==> src/rtl/load_data_unit.sv <==
// Single-outstanding load unit. It issues a word read on a req/gnt + rvalid bus, then extracts and extends the
// byte, half or word into a one-cycle writeback. Define LOAD_MISALIGN_TRAP_EN to fault misaligned LH/LHU/LW at issue.
module load_data_unit #(
    parameter int DATA_WIDTH     = 32,
    parameter int ADDR_WIDTH     = 32,
    parameter int REG_ADDR_WIDTH = 5
) (
    input  logic                      clk,
    input  logic                      rst_n,
    input  logic                      ld_valid,
    output logic                      ld_ready,
    input  logic [ADDR_WIDTH-1:0]     ld_addr,
    input  logic [2:0]                ld_fun3,
    input  logic [REG_ADDR_WIDTH-1:0] ld_rd,
    input  logic                      flush,
    output logic                      bus_req,
    output logic [ADDR_WIDTH-1:0]     bus_addr,
    input  logic                      bus_gnt,
    input  logic                      bus_rvalid,
    input  logic [DATA_WIDTH-1:0]     bus_rdata,
    input  logic                      bus_err,
    output logic                      wb_valid,
    output logic [REG_ADDR_WIDTH-1:0] wb_rd,
    output logic [DATA_WIDTH-1:0]     wb_data,
    output logic                      wb_err
);
    typedef enum logic [2:0] {IDLE, REQ, WAIT, DRAIN, RESP} state_t;

    state_t                    state, state_nxt;
    logic [ADDR_WIDTH-1:0]     addr_q;
    logic [2:0]                fun3_q;
    logic [REG_ADDR_WIDTH-1:0] rd_q;
    logic [DATA_WIDTH-1:0]     res_data;
    logic                      res_err;
    logic                      accept, fun3_ok, misalign, issue_fault;
    logic [7:0]                byte_sel;
    logic [15:0]               half_sel;
    logic [DATA_WIDTH-1:0]     ext_data;

    assign ld_ready    = (state == IDLE) & ~flush;
    assign accept      = ld_valid & ld_ready;
    assign fun3_ok     = ld_fun3 inside {3'b000, 3'b001, 3'b010, 3'b100, 3'b101};
`ifdef LOAD_MISALIGN_TRAP_EN
    assign misalign    = ((ld_fun3[1:0] == 2'b01) & ld_addr[0]) |
                         ((ld_fun3 == 3'b010) & (ld_addr[1:0] != 2'b00));
`else
    assign misalign    = 1'b0;
`endif
    assign issue_fault = ~fun3_ok | misalign;

    assign bus_addr = {addr_q[ADDR_WIDTH-1:2], 2'b00};
    assign wb_rd    = rd_q;
    assign wb_data  = res_data;
    assign wb_err   = res_err;

    // Lane select comes from the captured address; the bus always returns the aligned word.
    always_comb begin
        byte_sel = bus_rdata[{addr_q[1:0], 3'b000} +: 8];
        half_sel = bus_rdata[{addr_q[1], 4'b0000} +: 16];
        ext_data = bus_rdata;
        case (fun3_q)
            3'b000:  ext_data = {{(DATA_WIDTH-8){byte_sel[7]}}, byte_sel};
            3'b001:  ext_data = {{(DATA_WIDTH-16){half_sel[15]}}, half_sel};
            3'b100:  ext_data = {{(DATA_WIDTH-8){1'b0}}, byte_sel};
            3'b101:  ext_data = {{(DATA_WIDTH-16){1'b0}}, half_sel};
            default: ext_data = bus_rdata;
        endcase
    end

    always_ff @(posedge clk or negedge rst_n) begin
        if (!rst_n) state <= IDLE;
        else        state <= state_nxt;
    end

    always_comb begin
        state_nxt = state;
        bus_req   = 1'b0;
        wb_valid  = 1'b0;
        case (state)
            IDLE:  if (accept) state_nxt = issue_fault ? RESP : REQ;
            REQ: begin
                bus_req = 1'b1;
                if (bus_gnt)    state_nxt = flush ? DRAIN : WAIT;
                else if (flush) state_nxt = IDLE;
            end
            // A flush that lands with rvalid simply drops the beat; no drain is needed.
            WAIT: begin
                if (bus_rvalid) state_nxt = flush ? IDLE : RESP;
                else if (flush) state_nxt = DRAIN;
            end
            DRAIN: if (bus_rvalid) state_nxt = IDLE;
            RESP: begin
                wb_valid  = 1'b1;
                state_nxt = IDLE;
            end
            default: state_nxt = IDLE;
        endcase
    end

    always_ff @(posedge clk or negedge rst_n) begin
        if (!rst_n) begin
            addr_q   <= '0;
            fun3_q   <= '0;
            rd_q     <= '0;
            res_data <= '0;
            res_err  <= 1'b0;
        end else if (accept) begin
            addr_q   <= ld_addr;
            fun3_q   <= ld_fun3;
            rd_q     <= ld_rd;
            res_data <= '0;
            res_err  <= issue_fault;
        end else if (state == WAIT && bus_rvalid && !flush) begin
            res_data <= bus_err ? '0 : ext_data;
            res_err  <= bus_err;
        end
    end
endmodule

==> config.mk <==
export PLATFORM = sky130hd
export DESIGN_NAME = load_data_unit
export DESIGN_NICKNAME = d
export VERILOG_FILES = /design/src/rtl/load_data_unit.sv
export SDC_FILE = /design/constraint.sdc
export NUM_CORES = 1
export LEC_CHECK = 0
export CORE_ASPECT_RATIO = 0.5
export CORE_MARGIN = 10
export CORE_UTILIZATION = 45
export CTS_BUF_LIST = sky130_fd_sc_hd__clkbuf_8
export CTS_CLUSTER_SIZE = 14
export DETAILED_ROUTE_END_ITERATION = 10
export HOLD_SLACK_MARGIN = 0.08
export PLACE_DENSITY = 0.83
export SLEW_MARGIN = 25
export SYNTH_ARGS = -nofsm -noshare
export SYNTH_HDL_FRONTEND = slang
export SYNTH_SLANG_ARGS = --single-unit
==> constraint.sdc <==
create_clock -name clk -period 2.2 [get_ports clk]
set_clock_uncertainty 0.15 [all_clocks]
set_input_delay 0.55 -clock clk [delete_from_list [all_inputs] [get_ports clk]]
set_output_delay 0.55 -clock clk [all_outputs]
set_load 0.005 [all_outputs]
==> results by group, run 1 <==
Placed design
  – DP Area: 5310 sq um
  – DP HPWL: 8260 microns
  – DP Worst Slack: -0.367 ns
  – IO buf count: 149
  – Placer's final routability congestion estimate: 0.838

Setup path
  – Nature of the critical path startpoint: input port
  – Cell chain of the critical path: clkdlybuf4s50_1 > mux4_2 > a211oi_1 > buf_4 > nor3_4 > a22o_1
  – Critical path fanouts, max: 8
  – Largest stage delay, worst path: 0.51 ns
  – WP buf/inv: 2
  – Critical Path Sink Type: flop
  – WS Path Type: in -> reg
  – Worst Path Arrival: 2.22 ns
  – R2R Path Start: state[2]
  – Slowest cell on crit path: mux4_2
  – Req. time, crit path: 2.29 ns
  – CP delay by family, top: buffers and inverters
  – Beginning of the critical path: bus_rdata[31]

Global route
  – GRT Total Usage: 16.7%
  – GRT overflow: 0
  – First-pass GRT wire length: 16,700 microns
  – Largest net degree at the start of global routing: 48
  – Vias in the first global route: 3,117
  – Initial antenna violation count: 0

Synth
  – Post-synth EDFFs: 0
  – Register area share after synthesis: 50.1%
  – Synthesis Warnings: 0
  – Syn_area_per_cell: 11.9 sq um
  – #FFs+latches synth: 76
  – Post-Syn Instances: 319
  – Main synth FF type: dfrtp_1
  – FFs w/ async S/R, synth: 100%
  – Post-synth cell types: 41
  – Cell Area, Synth: 3790 sq um

STA
  – RSZ-0062 raised after global routing: no
  – Setup violations, final: 0
  – Final-report max-slew violation count: 0
  – Hold slack final: 0.339 ns
  – Slew @ Worst Pin: 0.869 ns
  – Final WS setup: 0.0719 ns
  – Final Hold Vio Count: 0
  – Minimum clock period: 2.13 ns
  – Final period utilization: 96.7%
  – Max_slew headroom: 41.9%
  – Fmax achieved: 0.470 GHz

Min path
  – Min-delay worst type: reg -> reg
  – Hold path startpoint: addr_q[2]

Pwr
  – Total Power: 7070 uW
  – Pwr dens: 1270 nW/um^2
  – Leakage: 0.00237 uW
  – Max VDD drop: 0.751 mV

Detailed routing
  – Vias per cell: 5.29
  – Starting DRT DRC Count: 186
  – TritonRoute pass-1 iters: 4
  – Post-DRT Antenna Nets: 0
  – Via count: 3,021
  – DRC Markers: 0
  – Avg WL per Cell: 19.2 microns
  – Detailed Route WL: 11,000 microns

Clock network
  – TritonCTS Sinks: 76
  – Max Root-Sink Buffers: 2
  – CTS root buf: clkbuf_8
  – CTS buffer count: 9
  – CTS tree: yes
  – Clk slew on worst S/H paths: 0.07 ns
  – Clk Latency, worst-skew pair: 0.35 ns
  – H-tree depth: 3

Final layout
  – Share of cells above drive strength 1: 20.9%
  – Area Growth Syn to Fin: 46.8%
  – Post-layout util: 68.9%
  – Number of fill cells in the layout: 578
  – Layout Nets: 533
  – Diode count: 0
  – Final Cell Area: 5570 sq um

Outcome
  – Status: complete, no violations

Die
  – Starting Density: 46.9%
  – Die width: 150 microns
  – Core area: 8090 sq um
  – # IOs: 152
  – Die Y: 84.9 microns
  – Total number of placement rows: 23
  – Die footprint: 12,700 sq um

Run
  – Max cap viols: 0
layout make-up:
| cell class | instances | area [sq um] | area share [%] |
|---|---|---|---|
| Clock buffer | 10 | 138 | 2.47 |
| Timing Repair Buffer | 174 | 1740 | 31.2 |
| Tap cell | 112 | 140 | 2.52 |
| Sequential cell | 76 | 1900 | 34.2 |
| Inverter | 3 | 11.3 | 0.202 |
| Clock inverter | 6 | 78.8 | 1.42 |
| Multi-Input combinational cell | 190 | 1560 | 28.0 |
registers in the layout (all words and copies together) (netlist names):
register and cells:
fun3_q 3, wb_err 1, addr_q 32, state 3, wb_data 32, wb_rd 5
kinds of logic (layout without fill, tap and decap cells):
group / after synthesis / count (layout) / share of synthesized area, %
other: 1 / 2 / 0.0989
and+or+nand+nor: 61 / 61 / 10.4
DFF: 76 / 76 / 50.1
muxes: 51 / 51 / 15.2
xor gates and xnor gates: 1 / 1 / 0.231
buffers and inverters: 55 / 193 / 9.67
AOI/OAI and AO/OA: 74 / 75 / 14.2
metrics by stage:
stage,cells,setup TNS [ns]
6_report,571,0
5_1_grt,571,0
4_1_cts,571,-0.000658
3_5_place_dp,552,-15.96
3_3_place_gp,552,-14.23
2_1_floorplan,320,0
report_power, final:
group	internal (uW)	switching [uW]	total, uW
logic	2120	1370	3490
registers	2040	376	2420
clock network	660	505	1160
total	4820	2250	7070
cell usage in the layout (no fill, tap or decap), types with 9 or more instances in the layout:
cell / n
dfrtp_1: 75
clkbuf_8: 10
mux2_2: 39
a22o_1: 25
a21oi_1: 16
clkdlybuf4s50_1: 144
o22ai_1: 9
nor2b_1: 9
nand2b_1: 18
buf_4: 20
metal layers:
metal | up-vias | GRT usage [%] | share of wire (%)
li1 | 1397 | - | -
met1 | 1514 | 18.2 | 38
met2 | 94 | 30.4 | 53
met3 | 16 | 4.98 | 7.2
met4 | 0 | 5.53 | 1.3
met5 | - | 0 | 0
timing repair:
item | 4_1_cts | 5_1_grt
setup buffers | 2 | 0
cloned | 0 | 1
pin swaps | 1 | 4
gates resized for setup | 6 | 4
endpoints found under the hold margin | 29 | 0
setup endpoints to repair | 3 | 16
hold buffers | 1 | 0
path summary, 6_finish.rpt:
check | depth (start not counted) | to | slack [ns]
max in group asynchronous | 3 | wb_data[29] | 0.79
hold / removal | 1 | addr_q[2] | 0.34
min in group asynchronous | 2 | addr_q[17] | 0.51
hold reg to reg | 1 | addr_q[2] | 0.34
setup reg to reg | 5 | wb_data[30] | 0.08
setup / recovery | 6 | wb_data[14] | 0.07
cells in the mapped netlist, types with 8 or more instances:
cell type,count,area [sq um]
a21oi_1,17,85.1
buf_2,10,50.1
o21ai_0,8,40.0
nand2_1,9,33.8
a22o_1,25,219
o22ai_1,9,56.3
nand2b_1,18,113
dfrtp_1,76,1900
nor2b_1,9,56.3
buf_4,33,248
mux2_2,39,439
No activity file was read; power rests on OpenSTA's default activity.
==> run 2: changes to the inputs <==
CTS_CLUSTER_DIAMETER = 120   (was unset)
==> results of run 2 <==
Final layout, timing and power as in run 1 (identical DEF).
